===== config.mk =====
export PLATFORM = sky130hd
export DESIGN_NAME = poly_voice_engine_flat
export DESIGN_NICKNAME = d
export VERILOG_FILES = /design/src/rtl/poly_voice_engine_if.sv /design/src/rtl/poly_voice_engine.sv /design/src/flat_wrapper.sv
export SDC_FILE = /design/constraint.sdc
export NUM_CORES = 1
export LEC_CHECK = 0
export BUFFER_PORTS_ARGS = -buffer_cell sky130_fd_sc_hd__buf_2
export CAP_MARGIN = 20
export CORE_ASPECT_RATIO = 0.75
export CORE_MARGIN = 4
export CORE_UTILIZATION = 55
export CTS_BUF_LIST = sky130_fd_sc_hd__clkbuf_4 sky130_fd_sc_hd__clkbuf_8
export DETAILED_ROUTE_END_ITERATION = 8
export PLACE_DENSITY = 0.72
export SETUP_SLACK_MARGIN = 0.1
export SLEW_MARGIN = 20
export SYNTH_ARGS = -nofsm -noshare
export SYNTH_HDL_FRONTEND = slang
export SYNTH_SLANG_ARGS = --single-unit

===== constraint.sdc =====
create_clock -name clk_i -period 15.6 [get_ports clk_i]
set_input_delay 2.34 -clock clk_i [delete_from_list [all_inputs] [get_ports clk_i]]
set_output_delay 2.34 -clock clk_i [all_outputs]
set_load 0.05 [all_outputs]

===== src/rtl/poly_voice_engine_if.sv =====
// Note command channel: the master offers a note-on/off command and the
// engine accepts it when valid and ready are both high.
interface poly_voice_engine_if #(
    parameter int unsigned PHASE_W_P = 24
);
    logic                 valid;
    logic                 ready;
    logic                 on;
    logic [3:0]           key;
    logic [PHASE_W_P-1:0] inc;
    logic [1:0]           octave;

    modport master (output valid, on, key, inc, octave, input ready);
    modport slave  (input valid, on, key, inc, octave, output ready);
endinterface


===== src/rtl/poly_voice_engine.sv =====
// Polyphonic tone generator: VOICES_P voices with phase accumulator, waveform and
// linear attack/release envelope, swept one voice per cycle and mixed per sample tick.
module poly_voice_engine #(
    parameter int unsigned VOICES_P   = 4,
    parameter int unsigned WIDTH_P    = 24,
    parameter int unsigned PHASE_W_P  = 24,
    parameter int unsigned ENV_W_P    = 8,
    parameter int unsigned ATK_STEP_P = 16,
    parameter int unsigned REL_STEP_P = 8
) (
    input  logic                clk_i,
    input  logic                rst_i,
    input  logic                sample_tick_i,
    poly_voice_engine_if.slave  note_io,
    input  logic [1:0]          wave_sel_i,
    output logic [WIDTH_P-1:0]  sample_o,
    output logic                sample_valid_o,
    output logic [VOICES_P-1:0] active_o,
    output logic                dropped_o
);
    localparam int unsigned VW = $clog2(VOICES_P);
    localparam int unsigned AW = WIDTH_P + VW;
    localparam int unsigned PW = WIDTH_P + ENV_W_P + 1;
    localparam logic [ENV_W_P-1:0] ENV_MAX = '1;
    localparam logic [WIDTH_P-1:0] SQ_POS  = {1'b0, {(WIDTH_P - 1){1'b1}}};
    localparam logic [WIDTH_P-1:0] SQ_NEG  = {1'b1, {(WIDTH_P - 2){1'b0}}, 1'b1};

    typedef enum logic [1:0] {StIdle, StAttack, StSustain, StRelease} voice_st_e;

    voice_st_e            r_state   [VOICES_P];
    voice_st_e            w_state_d [VOICES_P];
    logic [3:0]           r_key     [VOICES_P];
    logic [3:0]           w_key_d   [VOICES_P];
    logic [PHASE_W_P-1:0] r_inc     [VOICES_P];
    logic [PHASE_W_P-1:0] w_inc_d   [VOICES_P];
    logic [PHASE_W_P-1:0] r_phase   [VOICES_P];
    logic [PHASE_W_P-1:0] w_phase_d [VOICES_P];
    logic [ENV_W_P-1:0]   r_env     [VOICES_P];
    logic [ENV_W_P-1:0]   w_env_d   [VOICES_P];

    logic                 r_busy;
    logic [VW:0]          r_idx;
    logic signed [AW-1:0] r_acc;
    logic [WIDTH_P-1:0]   r_sample;
    logic                 r_valid;
    logic                 r_dropped;

    logic                 w_xfer;
    logic                 w_start;
    logic                 w_sweep;
    logic [VW-1:0]        w_vidx;
    logic                 w_hit;
    logic                 w_free;
    logic                 w_steal;
    logic                 w_alloc_ok;
    logic [VW-1:0]        w_hit_idx;
    logic [VW-1:0]        w_free_idx;
    logic [VW-1:0]        w_steal_idx;
    logic [VW-1:0]        w_alloc_idx;
    logic [PHASE_W_P-1:0] w_inc_oct;

    voice_st_e             w_cur_st;
    voice_st_e             w_st_nxt;
    logic [ENV_W_P-1:0]    w_env_nxt;
    logic [PHASE_W_P-1:0]  w_phase_nxt;
    logic [31:0]           w_atk_sum;
    logic [WIDTH_P-1:0]    w_p;
    logic [WIDTH_P-2:0]    w_q;
    logic signed [WIDTH_P-1:0] w_wave;
    logic signed [PW-1:0]  w_prod;
    logic signed [AW-1:0]  w_contrib;
    logic signed [AW-1:0]  w_acc_nxt;

    assign note_io.ready  = ~r_busy;
    assign w_xfer         = note_io.valid & ~r_busy;
    assign w_start        = sample_tick_i & ~r_busy;
    assign w_sweep        = r_busy & ~r_idx[VW];
    assign w_vidx         = r_idx[VW-1:0];
    assign sample_o       = r_sample;
    assign sample_valid_o = r_valid;
    assign dropped_o      = r_dropped;

    // Allocation priority: same key, then lowest idle, then lowest releasing voice.
    always_comb begin
        w_hit       = 1'b0;
        w_free      = 1'b0;
        w_steal     = 1'b0;
        w_hit_idx   = '0;
        w_free_idx  = '0;
        w_steal_idx = '0;
        for (int k = int'(VOICES_P) - 1; k >= 0; k--) begin
            if (r_state[k] != StIdle && r_key[k] == note_io.key) begin
                w_hit     = 1'b1;
                w_hit_idx = VW'(k);
            end
            if (r_state[k] == StIdle) begin
                w_free     = 1'b1;
                w_free_idx = VW'(k);
            end
            if (r_state[k] == StRelease) begin
                w_steal     = 1'b1;
                w_steal_idx = VW'(k);
            end
        end
        w_alloc_ok  = w_hit | w_free | w_steal;
        w_alloc_idx = w_hit ? w_hit_idx : (w_free ? w_free_idx : w_steal_idx);
        case (note_io.octave)
            2'b01:   w_inc_oct = note_io.inc << 1;
            2'b10:   w_inc_oct = note_io.inc >> 1;
            default: w_inc_oct = note_io.inc;
        endcase
    end

    // Per-sweep update of the voice currently addressed by the sweep index.
    always_comb begin
        w_cur_st    = r_state[w_vidx];
        w_st_nxt    = w_cur_st;
        w_env_nxt   = r_env[w_vidx];
        w_phase_nxt = r_phase[w_vidx] + r_inc[w_vidx];
        w_atk_sum   = 32'(r_env[w_vidx]) + ATK_STEP_P;
        case (w_cur_st)
            StAttack: begin
                if (w_atk_sum >= 32'(ENV_MAX)) begin
                    w_env_nxt = ENV_MAX;
                    w_st_nxt  = StSustain;
                end else begin
                    w_env_nxt = ENV_W_P'(w_atk_sum);
                end
            end
            StRelease: begin
                if (32'(r_env[w_vidx]) <= REL_STEP_P) begin
                    w_env_nxt = '0;
                    w_st_nxt  = StIdle;
                end else begin
                    w_env_nxt = r_env[w_vidx] - ENV_W_P'(REL_STEP_P);
                end
            end
            default: ;
        endcase

        w_p = w_phase_nxt[PHASE_W_P-1 -: WIDTH_P];
        w_q = w_p[WIDTH_P-1] ? ~w_p[WIDTH_P-2:0] : w_p[WIDTH_P-2:0];
        case (wave_sel_i)
            2'b00:   w_wave = w_p[WIDTH_P-1] ? SQ_NEG : SQ_POS;
            2'b01:   w_wave = {~w_p[WIDTH_P-1], w_p[WIDTH_P-2:0]};
            2'b10:   w_wave = {~w_q[WIDTH_P-2], w_q[WIDTH_P-3:0], 1'b0};
            default: w_wave = '0;
        endcase

        w_prod    = {{(ENV_W_P + 1){w_wave[WIDTH_P-1]}}, w_wave}
                  * {{(WIDTH_P + 1){1'b0}}, w_env_nxt};
        w_contrib = (w_cur_st == StIdle) ? '0 : AW'(w_prod >>> ENV_W_P);
        w_acc_nxt = r_acc + w_contrib;
    end

    // Voice FSM next state: commands only land while idle, the sweep only while busy.
    always_comb begin
        w_state_d = r_state;
        w_key_d   = r_key;
        w_inc_d   = r_inc;
        w_phase_d = r_phase;
        w_env_d   = r_env;
        if (w_xfer) begin
            if (note_io.on) begin
                if (w_alloc_ok) begin
                    w_state_d[w_alloc_idx] = StAttack;
                    w_key_d[w_alloc_idx]   = note_io.key;
                    w_inc_d[w_alloc_idx]   = w_inc_oct;
                    w_phase_d[w_alloc_idx] = '0;
                    w_env_d[w_alloc_idx]   = '0;
                end
            end else if (w_hit && (r_state[w_hit_idx] == StAttack ||
                                   r_state[w_hit_idx] == StSustain)) begin
                w_state_d[w_hit_idx] = StRelease;
            end
        end
        if (w_sweep && w_cur_st != StIdle) begin
            w_state_d[w_vidx] = w_st_nxt;
            w_env_d[w_vidx]   = w_env_nxt;
            w_phase_d[w_vidx] = w_phase_nxt;
        end
    end

    always_ff @(posedge clk_i or posedge rst_i) begin
        if (rst_i) begin
            for (int k = 0; k < int'(VOICES_P); k++) begin
                r_state[k] <= StIdle;
                r_key[k]   <= '0;
                r_inc[k]   <= '0;
                r_phase[k] <= '0;
                r_env[k]   <= '0;
            end
        end else begin
            r_state <= w_state_d;
            r_key   <= w_key_d;
            r_inc   <= w_inc_d;
            r_phase <= w_phase_d;
            r_env   <= w_env_d;
        end
    end

    always_comb begin
        active_o = '0;
        for (int k = 0; k < int'(VOICES_P); k++) begin
            active_o[k] = (r_state[k] != StIdle);
        end
    end

    // Sweep control: busy covers the VOICES_P voice cycles plus the output cycle.
    always_ff @(posedge clk_i or posedge rst_i) begin
        if (rst_i) begin
            r_busy    <= 1'b0;
            r_idx     <= '0;
            r_acc     <= '0;
            r_sample  <= '0;
            r_valid   <= 1'b0;
            r_dropped <= 1'b0;
        end else begin
            r_valid   <= 1'b0;
            r_dropped <= w_xfer & note_io.on & ~w_alloc_ok;
            if (w_start) begin
                r_busy <= 1'b1;
                r_idx  <= '0;
                r_acc  <= '0;
            end else if (r_busy) begin
                r_idx <= r_idx + (VW + 1)'(1);
                if (r_idx[VW]) begin
                    r_busy <= 1'b0;
                end else begin
                    r_acc <= w_acc_nxt;
                    if (&w_vidx) begin
                        r_sample <= WIDTH_P'(w_acc_nxt >>> VW);
                        r_valid  <= 1'b1;
                    end
                end
            end
        end
    end
endmodule


===== src/flat_wrapper.sv =====
// flat-port wrapper written by rule: the top's interface ports become plain ports
module poly_voice_engine_flat 
#(
    parameter int unsigned VOICES_P   = 4,
    parameter int unsigned WIDTH_P    = 24,
    parameter int unsigned PHASE_W_P  = 24,
    parameter int unsigned ENV_W_P    = 8,
    parameter int unsigned ATK_STEP_P = 16,
    parameter int unsigned REL_STEP_P = 8
)
  (clk_i, rst_i, sample_tick_i, wave_sel_i, sample_o, sample_valid_o, active_o, dropped_o, note_io_valid, note_io_on, note_io_key, note_io_inc, note_io_octave, note_io_ready);
  poly_voice_engine_if #(.PHASE_W_P(PHASE_W_P)) note_io_i ();
  input  logic clk_i;
  input  logic rst_i;
  input  logic sample_tick_i;
  input  logic [1:0] wave_sel_i;
  output logic [WIDTH_P-1:0] sample_o;
  output logic sample_valid_o;
  output logic [VOICES_P-1:0] active_o;
  output logic dropped_o;
  input wire logic [$bits(note_io_i.valid)-1:0] note_io_valid;
  input wire logic [$bits(note_io_i.on)-1:0] note_io_on;
  input wire logic [$bits(note_io_i.key)-1:0] note_io_key;
  input wire logic [$bits(note_io_i.inc)-1:0] note_io_inc;
  input wire logic [$bits(note_io_i.octave)-1:0] note_io_octave;
  output wire logic [$bits(note_io_i.ready)-1:0] note_io_ready;
  assign note_io_i.valid = note_io_valid;
  assign note_io_i.on = note_io_on;
  assign note_io_i.key = note_io_key;
  assign note_io_i.inc = note_io_inc;
  assign note_io_i.octave = note_io_octave;
  assign note_io_ready = note_io_i.ready;
  poly_voice_engine #(.VOICES_P(VOICES_P), .WIDTH_P(WIDTH_P), .PHASE_W_P(PHASE_W_P), .ENV_W_P(ENV_W_P), .ATK_STEP_P(ATK_STEP_P), .REL_STEP_P(REL_STEP_P)) u_core (.clk_i(clk_i), .rst_i(rst_i), .sample_tick_i(sample_tick_i), .note_io(note_io_i), .wave_sel_i(wave_sel_i), .sample_o(sample_o), .sample_valid_o(sample_valid_o), .active_o(active_o), .dropped_o(dropped_o));
endmodule

Word level (Yosys, flattened, before mapping)
Cells that the tools add are included.
{"block": "totals", "inputBits": 37, "output_inout_bits": 31, "register_bits": 304}
{"block": "op_classes", "n_eq_ne": 17, "n_mul": 1, "add_sub_neg": 5, "bitwise": 25, "mux": 98, "order_cmp": 8, "n_reduce_logical": 26}
{"op": "96-bit two-way mux", "count": 4}
{"op": "96-bit bitwise mux", "count": 2}
{"op": "24-bit two-way mux", "count": 7}
{"op": "32-bit two-way mux", "count": 4}
{"op": "26-bit two-way mux", "count": 4}
{"op": "96-bit bitwise AND", "count": 1}
{"op": "24-bit binary-select mux with 2-bit select", "count": 2}
{"op": "24-bit demux with 2-bit select", "count": 2}
{"op": "96-bit inverter", "count": 1}
{"op": "8-bit two-way mux", "count": 11}
{"op": "24-bit case mux with 3 select lines", "count": 1}
{"op": "24-bit case mux with 2 select lines", "count": 1}
{"op": "2-bit two-way mux", "count": 23}
{"op": "24-bit by 9-bit multiplier with 33-bit output", "count": 1}
{"op": "32-bit bitwise AND", "count": 1}
{"op": "32-bit bitwise mux", "count": 1}
{"op": "8-bit demux with 2-bit select", "count": 2}
{"op": "32-bit by 8-bit >= comparator with 1-bit output (second input constant)", "count": 1}
{"op": "32-bit inverter", "count": 1}
{"op": "26-bit adder", "count": 1}
{"op": "24-bit adder", "count": 1}
{"op": "23-bit two-way mux", "count": 1}
{"op": "23-bit inverter", "count": 1}
{"op": "1-bit two-way mux", "count": 19}
{"op": "other kinds (35)", "count": 87}

Longest topological paths before layout
Gate-level depths: netlist of run 1.
{"block": "logic_depth", "word_depth": 19, "depth_mapped": 52, "depth_no_buf": 46}

Worst setup path after synthesis of run 1
OpenSTA, ideal clock, no wires.
{"block": "synth_path", "kind": "flip-flop to flip-flop", "from": "reg u_core.r_idx[0]", "to": "reg u_core.r_sample[23], in the netlist u_core.sample_o[23]", "synth_period_minus_slack_ns": 11.762, "t_arrival_ns": 11.639, "path_stages_with_launch": 50, "n_path_buf": 4, "path_slack_ns": 3.838, "setup_time_ns": 0.123, "cell_sequence": "dfrtp_1 -> buf_6 -> buf_12 -> clkbuf_1 -> buf_1 -> mux4_2 -> ha_1 -> fa_1 -> a21o_1 -> a21o_1 -> a2111oi_0 -> nor2_1 -> nor2_1 -> nor2b_1 -> o21a_1 -> o311ai_1 -> mux2i_1 -> nor2_1 -> [14 not listed] -> a21oi_1 -> nand4_1 -> nand2_4 -> o31ai_2 -> a31oi_4 -> mux2i_1 -> a2111oi_2 -> ha_1 -> and3_1 -> a221oi_1 -> nor2_1 -> nor2_1 -> a31oi_1 -> a21o_1 -> a21oi_1 -> xnor2_1 -> mux4_2 -> nand2b_1"}
{"block": "synth_via", "elab_chain_cells": 12}
{"element": "start: declaration", "line": "poly_voice_engine.sv:42", "text": "logic [VW:0] r_idx;"}
{"element": "start signal: assignment", "line": "poly_voice_engine.sv:226", "text": "r_idx <= r_idx + (VW + 1)'(1);"}
{"element": "parallel branches: the longest is 12 deep, another holds 24-bit by 9-bit multiplier with 33-bit output"}
{"element": "end signal: assignment", "line": "poly_voice_engine.sv:232", "text": "r_sample <= WIDTH_P'(w_acc_nxt >>> VW);"}
{"element": "end: declaration", "line": "poly_voice_engine.sv:44", "text": "logic [WIDTH_P-1:0] r_sample;"}
Parallel ways; which one is timed is not known. The select of a mux whose other input is x is not followed.
A chain may end at the register's enable or synchronous reset.

Final worst setup path of run 1
Ends and elaborated chain as after synthesis.

==> results of run 1 <==
-- tightest hold or removal path: cells and delay by family, from the launching register on --
kind            cells  cell delay (ps)
flops               1              330
compound gates      1               60
simple gates        1               50
-- worst max path at each step --
stage / start / to / slack, ps / cells past startpoint
3_5_place_dp: u_core.r_idx[0] / u_core.sample_o[23] / 2410 / 45
3_3_place_gp: u_core.r_idx[0] / u_core.sample_o[23] / 2610 / 45
5_1_grt: u_core.r_idx[0] / u_core.sample_o[23] / 1250 / 46
2_1_floorplan: u_core.r_idx[0] / u_core.sample_o[23] / 3840 / 49
4_1_cts: u_core.r_idx[0] / u_core.sample_o[23] / 2210 / 45
6_report: u_core.r_idx[0] / u_core.sample_o[23] / 1850 / 46
-- cell families (layout without fill, tap and decap cells) --
family,after synthesis,count (layout),share of synthesized area
simple gates,745,745,0.142
compound gates,622,622,0.164
buf+inv,381,418,0.0627
flops,304,304,0.327
fa+ha+maj,273,273,0.195
mux,98,98,0.0758
xor+xnor,88,88,0.0331
-- routing by layer --
| layer | vias to the layer above | GRT usage | routed length [um] |
|---|---|---|---|
| met4 | 2 | 0.0671 | 1260 |
| li1 | 8623 | - | - |
| met3 | 108 | 0.0557 | 5130 |
| met1 | 9271 | 0.397 | 27300 |
| met2 | 751 | 0.403 | 25800 |
| met5 | - | 0.0101 | 67 |
-- flip-flops by register name (all words and copies together), names as in the netlist --
register               flops
u_core.r_key              16
u_core.r_idx               3
u_core.r_busy              1
u_core.sample_valid_o      1
u_core.r_acc              26
u_core.sample_o           24
u_core.r_inc              96
u_core.r_state             8
u_core.r_phase            96
u_core.r_env              32
u_core.dropped_o           1
-- cell usage in the layout, fill, tap and decap left out, drive strengths merged, types with 15 or more instances in the layout --
master  netlist  routed
a21o         43      43
a21oi       117     117
a22o         24      24
a22oi        25      25
buf          21      97
clkbuf      129      79
dfrtp       304     304
fa          151     151
ha          122     122
inv         231     234
mux2         28      28
mux4         59      59
nand2       213     213
nand2b       34      34
nand3       151     151
nor2        255     255
nor3         18      18
o21ai       284     284
o22ai        15      15
or2          17      17
xnor2        47      47
xor2         41      41
-- metrics by stage --
| step | cells | instance area [sq um] | setup slack [ps] |
|---|---|---|---|
| 2_1_floorplan | 2511 | 23300 | 3840 |
| 3_3_place_gp | 3018 | 24000 | 2610 |
| 3_5_place_dp | 3019 | 24000 | 2410 |
| 4_1_cts | 3109 | 25100 | 2210 |
| 5_1_grt | 3109 | 25100 | 1250 |
| 6_report | 3109 | 25100 | 1850 |
-- final cells by class --
type	count	area share
inverter	231	0.0348
tap	561	0.0279
multi-input combinational	1826	0.568
sequential	304	0.303
clock inverter	11	0.00478
clock buffer	79	0.0395
timing repair buffer	97	0.0222
==> results by group, run 1 <==
Route
  • Drt first pass iters: 5
  • Avg WL per Cell: 19.2 um
  • Vias per cell: 6.03
  • Final Routed Wirelength: 59,600 um
  • Vias post-DR: 18,755
  • ANT nets after route: 0
  • Initial drt markers: 1,632
  • Residual DRC: 0

Global routing
  • Vias in the first global route: 18,953
  • GRT overflow: 0
  • GRT Overall Usage: 0.266
  • First-pass GRT wire length: 99,200 um
  • Largest net degree at the start of global routing: 115
  • Initial antenna violation count: 0

Setup path
  • Worst reg2reg path endpoint: u_core.sample_o[23]
  • Reg2reg path depth: 46
  • WP buf/inv: 6
  • Required @ worst endpoint: 16,090 ps
  • Reg2Reg Setup Slack: 1850 ps
  • Slowest CP cell: dfrtp_4
  • Setup crit end kind: register
  • CP peak stage delay: 760 ps
  • Worst EP arrival: 14,230 ps
  • CP Class: reg -> reg
  • R2r startpoint: u_core.r_idx[0]
  • Most used cell, CP: a21oi_1
  • Max FO, Critical Path: 36
  • Crit-path leading delay family: compound AO/OA/AOI/OAI gates
  • Critical path launch point type: register

Timing
  • Post-layout minimum cycle time: 13,750 ps
  • Hold Vio Cnt, Final: 0
  • Tcrit/Tclk final: 0.881
  • Setup Viol. Count Final: 0
  • Worst slew margin: 0.266
  • Unrepaired setup endpoints after global routing: no
  • Max Freq: 0.0727 GHz
  • Fin Setup TNS: 0 ps
  • Min Hold Slack: 473 ps
  • Clock Skew: 65.1 ps
  • Slew Viols, Final: 0
  • Tightest Pin Transition: 1100 ps

Floorplanning
  • Std-Cell Rows: 64
  • Number of I/O pins: 68
  • Die Wd: 246 um
  • Die Span Y: 186 um
  • CORE AREA: 41,300 sq um
  • DIE AREA: 45,700 sq um
  • Initial Utilization: 0.564

Hold path
  • Hold_sp: u_core.sample_o[22]
  • Hold endpoint: u_core.sample_o[22]
  • Hold depth: 2
  • Worst Hold Class: reg -> reg

Clock network
  • Cts hold-fix bufs: 0
  • Post-CTS resize count: 0
  • Clock Tree Buf Depth: 3
  • Clock sink total: 304
  • CTS root buf: clkbuf_8
  • Clock buffer count from CTS: 49
  • Worst-Skew Late Latency: 650 ps
  • Setup bufs post-CTS: 0
  • Clk slew on worst S/H paths: 70 ps
  • CTS H-tree lvls: 2
  • CTS tree: built

Synth
  • Post-Syn Area: 23,300 sq um
  • Synth cell types: 77
  • Syn Nets: 2,821
  • Top cells by count, synth: dfrtp_1 (304), o21ai_0 (280), nor2_1 (255), inv_1 (231), nand2_1 (212)
  • Cells after Synth: 2,511
  • EDFF count, synth: 0
  • Register area share after synthesis: 0.327
  • Dominant cell by count in the synthesized netlist: dfrtp_1
  • Yosys reg bits: 304
  • Top cell type by total area after synthesis: dfrtp_1
  • Asr flop ratio synth: 1.00
  • Ys Warns: 0
  • Ys flop type: dfrtp_1
  • Main area contributors after synthesis: dfrtp_1 (33%), fa_1 (13%), ha_1 (6.6%)
  • Synth top area share: 0.327
  • Post-Syn Area per Cell: 9.27 sq um

Run status
  • Outcome: finished, final reports clean

Cells and area
  • Fill cell total of the finished layout: 3,540
  • Multi-input gate area: 14,300 sq um
  • Reg area: 7610 sq um
  • Area Overhead vs Synth: 7.90%
  • Nets@finish: 2,819
  • Final core occ: 0.608
  • Ant. Diodes: 0
  • Layout cells sized above 1: 0.124

Place
  • Routability cong.: 0.940
  • PortBufs: 67
  • HPWL Detailed: 42,900 um

Flow run
  • Max Cap Violations: 0
Power of run 1 is not shown: default switching activity piles up to over one toggle a cycle in this logic, so the estimate is an artifact.
==> inputs of run 2 (changes only) <==
- CORE_MARGIN: 4 -> unset
==> results by group, run 2 (synthesis results as in run 1) <==
Run status
  • Outcome: finished, final reports clean

Clock network
  • Clock buffer count from CTS: 49
  • Clock sink total: 304
  • Clk slew on worst S/H paths: 70 ps
  • CTS root buf: clkbuf_8
  • CTS H-tree lvls: 2
  • Worst-Skew Late Latency: 630 ps
  • CTS tree: built
  • Clock Tree Buf Depth: 3
  • Post-CTS resize count: 0
  • Setup bufs post-CTS: 0
  • Cts hold-fix bufs: 0

Timing
  • Hold Vio Cnt, Final: 0
  • Tightest Pin Transition: 1040 ps
  • Slew Viols, Final: 0
  • Setup Viol. Count Final: 0
  • Max Freq: 0.0755 GHz
  • Post-layout minimum cycle time: 13,240 ps
  • Unrepaired setup endpoints after global routing: no
  • Fin Setup TNS: 0 ps
  • Worst slew margin: 0.305
  • Clock Skew: 40.7 ps
  • Tcrit/Tclk final: 0.849

Setup path
  • Max FO, Critical Path: 38
  • Worst Setup SP: u_core.r_idx[0]
  • R2r startpoint: u_core.r_idx[0]
  • CP Class: reg -> reg
  • Slowest CP cell: dfrtp_4
  • Reg2Reg Setup Slack: 2360 ps
  • Reg2reg path depth: 43
  • Critical path launch point type: register
  • Most used cell, CP: a21oi_1
  • Worst reg2reg path endpoint: u_core.sample_o[23]
  • Worst EP arrival: 13,740 ps
  • Required @ worst endpoint: 16,100 ps
  • Worst Setup EP: u_core.sample_o[23]
  • CP peak stage delay: 750 ps
  • Setup crit end kind: register

Flow run
  • Max Cap Violations: 0

Cells and area
  • Ant. Diodes: 0
  • Area Overhead vs Synth: 7.71%
  • Most common cell after layout, fill and taps aside: dfrtp_1
  • Nets@finish: 2,812
  • Commonest cells after routing, fill and taps aside: dfrtp_1 (302), o21ai_0 (279), nor2_1 (253), inv_1 (230), nand2_1 (207)
  • Layout cells sized above 1: 0.122
  • Largest regs: u_core.r_inc: 96 flops, u_core.r_phase: 96 flops, u_core.r_env: 32 flops

Global routing
  • Vias in the first global route: 18,702
  • GRT overflow: 0
  • Initial antenna violation count: 0
  • Largest net degree at the start of global routing: 176
  • First-pass GRT wire length: 98,700 um
  • GRT Overall Usage: 0.283

Route
  • Vias per cell: 6.02
  • Final Routed Wirelength: 58,800 um
  • ANT nets after route: 0
  • Residual DRC: 0
  • Avg WL per Cell: 19.0 um
  • Drt first pass iters: 6
  • Initial drt markers: 1,583
  • Vias post-DR: 18,660

Place
  • HPWL Detailed: 41,900 um
  • Routability cong.: 0.924
  • PortBufs: 67

Floorplanning
  • DIE AREA: 43,200 sq um
  • Initial Utilization: 0.565
  • CORE AREA: 41,200 sq um
  • Std-Cell Rows: 64
  • Die Wd: 240 um
  • Number of I/O pins: 68
  • Die Span Y: 180 um

Hold path
  • Worst Hold Class: reg -> reg
  • Hold depth: 2
[run 2: cell count changes in the layout (fill, tap and decap cells not counted), sizes merged]
cell,delta
clkinvlp,+2
clkbuf,-9
bufinv,+3
clkinv,+4
buf,-7
inv,-1
[run 2: area by class of cell]
type,count,area (sq um)
fillers,3527,16200
multi-input cells,1826,14300
flip-flops and latches,304,7610
clock buffers,70,888
inverters,231,875
well taps,561,702
repair buffers,90,520
clock inverters,19,216
[run 2: critical path, delay by kind of cell, from the launching register on]
family / cells / cell delay (ps)
and+or+nand+nor: 9 / 1560
muxes: 2 / 940
xor gates and xnor gates: 2 / 540
adders and majority gates: 7 / 3030
AOI/OAI and AO/OA: 19 / 5220
DFF: 1 / 750
buffers and inverters: 4 / 1020
[run 2: layer usage]
| metal | GRT usage | vias to the layer above | routed length, um |
|---|---|---|---|
| met3 | 0.0493 | 87 | 4570 |
| li1 | - | 8599 | - |
| met1 | 0.428 | 9259 | 27600 |
| met5 | 0 | - | 0 |
| met4 | 0.0605 | 0 | 1080 |
| met2 | 0.426 | 715 | 25600 |
[run 2: how the worst min path moves through the flow]
stage                           startpoint          endpoint  slack [ps]
final                     u_core.r_inc[73]  u_core.r_inc[73]         480
after floorplan           u_core.r_inc[24]  u_core.r_inc[24]         440
after detailed placement  u_core.r_inc[33]  u_core.r_inc[33]         470
after CTS                 u_core.r_inc[33]  u_core.r_inc[33]         480
after global routing      u_core.r_inc[92]  u_core.r_inc[92]         500
after global placement    u_core.r_inc[56]  u_core.r_inc[56]         460
[run 2: metrics by stage]
stage / instance area (sq um) / hold slack (ps) / setup WS, ps / instances / utilization
4_1_cts: 25100 / 482 / 2610 / 3101 / 0.608
5_1_grt: 25100 / 499 / 1590 / 3101 / 0.608
6_report: 25100 / 477 / 2360 / 3101 / 0.608
3_3_place_gp: 24000 / 457 / 2980 / 3012 / 0.581
3_5_place_dp: 24000 / 468 / 2670 / 3012 / 0.581
2_1_floorplan: 23300 / 445 / 3840 / 2511 / -
Power of run 2 is left out for the same reason.
==> inputs of run 3 (changes only) <==
- clock period: 15.6 -> 13.3 ns (I/O delays scaled with it)
==> results by group, run 3 (synthesis results as in run 1) <==
Setup path
  • CP peak stage delay: 720 ps
  • Most used cell, CP: a21oi_1
  • Setup crit end kind: register
  • Critical path launch point type: register
  • Reg2Reg Setup Slack: 930 ps
  • R2r startpoint: u_core.r_idx[1]
  • Required @ worst endpoint: 13,790 ps
  • Worst reg2reg path endpoint: u_core.sample_o[23]
  • Reg2reg path depth: 44
  • Slowest CP cell: dfrtp_4
  • CP Class: reg -> reg
  • Max FO, Critical Path: 27
  • Worst EP arrival: 12,860 ps

Route
  • Final Routed Wirelength: 60,300 um
  • Residual DRC: 0
  • Avg WL per Cell: 19.4 um
  • Drt first pass iters: 6
  • Vias per cell: 6.06
  • ANT nets after route: 0
  • Vias post-DR: 18,832
  • Initial drt markers: 1,821

Floorplanning
  • Initial Utilization: 0.565
  • DIE AREA: 43,200 sq um
  • Die Span Y: 180 um
  • Std-Cell Rows: 64
  • Die Wd: 240 um
  • Number of I/O pins: 68
  • CORE AREA: 41,200 sq um

Cells and area
  • Fill cell total of the finished layout: 3,480
  • Commonest cells after routing, fill and taps aside: dfrtp_1 (302), o21ai_0 (279), nor2_1 (251), inv_1 (230), nand2_1 (207)
  • Most common cell after layout, fill and taps aside: dfrtp_1
  • Layout cells sized above 1: 0.125
  • Final core occ: 0.610
  • Ant. Diodes: 0
  • Nets@finish: 2,823
  • Largest regs: u_core.r_inc: 96 flops, u_core.r_phase: 96 flops, u_core.r_env: 32 flops
  • Post-route insts no fill: 3,107
  • Area Overhead vs Synth: 8.10%

Run status
  • Outcome: finished, final reports clean

Global routing
  • Busiest layer in global routing: met1
  • Largest net degree at the start of global routing: 118
  • Vias in the first global route: 18,811
  • GRT overflow: 0
  • GRT Overall Usage: 0.286
  • GR Util met1: 0.427
  • First-pass GRT wire length: 98,900 um
  • Routing usage on met2: 0.421
  • Initial antenna violation count: 2
  • Met3 usage in global routing: 0.0676

Clock network
  • Clock sink total: 304
  • CTS root buf: clkbuf_8
  • CTS tree: built
  • Worst-Skew Late Latency: 630 ps
  • Clock buffer count from CTS: 50
  • CTS H-tree lvls: 2
  • Clk slew on worst S/H paths: 70 ps
  • Clock Tree Buf Depth: 3

Timing
  • Post-layout minimum cycle time: 12,370 ps
  • Clock Skew: 33.5 ps
  • Hold Vio Cnt, Final: 0
  • Max Freq: 0.0809 GHz
  • Unrepaired setup endpoints after global routing: no
  • Worst slew margin: 0.273
  • Setup Viol. Count Final: 0
  • Tightest Pin Transition: 1090 ps
  • Tcrit/Tclk final: 0.930
  • Fin Setup TNS: 0 ps
  • Slew Viols, Final: 0

Hold path
  • Hold depth: 2
  • Hold endpoint: u_core.r_inc[29]
  • Worst Hold Class: reg -> reg
  • Hold_sp: u_core.r_inc[29]

Place
  • Routability cong.: 0.947
  • PortBufs: 67
  • Dpl cells: 3,020
  • HPWL Detailed: 42,900 um

Flow run
  • Max Cap Violations: 0
## run 3: through the flow
step / worst slack [ps] / instance area, sq um / hold slack [ps]
2_1_floorplan: 1540 / 23300 / 445
3_3_place_gp: 978 / 24000 / 458
3_5_place_dp: 506 / 24000 / 467
4_1_cts: 401 / 25100 / 481
5_1_grt: 147 / 25200 / 501
6_report: 933 / 25200 / 477
## run 3: layout make-up
class,count,area (sq um),area share
multi-input cells,1826,14300,0.568
clock buffers,78,980,0.0389
clock inverters,7,85.1,0.00338
inverters,231,875,0.0347
flip-flops and latches,304,7610,0.302
repair buffers,100,632,0.0251
well taps,561,702,0.0279
## run 3: repair_timing
| item | CTS | global route |
|---|---|---|
| hold endpoints to repair | 0 | 0 |
| hold buffers | 0 | 0 |
| buffers inserted | 0 | 2 |
| gates resized for setup | 0 | 4 |
| endpoints found under the setup margin | 0 | 9 |
## run 3: how the worst max path moves through the flow
stage | start | end | slack [ps] | cells after the start
finish | u_core.r_idx[1] | u_core.sample_o[23] | 930 | 44
global placement | u_core.r_idx[0] | u_core.sample_o[23] | 980 | 45
detailed placement | u_core.r_idx[0] | u_core.sample_o[23] | 510 | 44
global route | u_core.r_idx[1] | u_core.sample_o[23] | 150 | 45
floorplan | u_core.r_idx[0] | u_core.sample_o[23] | 1540 | 49
CTS | u_core.r_idx[0] | u_core.sample_o[23] | 400 | 44
## run 3: metal layers
metal / part of all wire / wire length [um]
met5: 0.00041 / 25
met4: 0.018 / 1110
met3: 0.088 / 5340
met2: 0.43 / 26000
met1: 0.46 / 27800
## run 3: worst max-delay path, delay by kind of cell, from the launching register on
kind | cells | cell delay [ps]
xor+xnor | 2 | 520
fa+ha+maj | 7 | 3170
buf+inv | 5 | 1050
mux | 2 | 910
flops | 1 | 720
simple gates | 10 | 1360
compound gates | 18 | 4440
Power of run 3 is left out for the same reason.
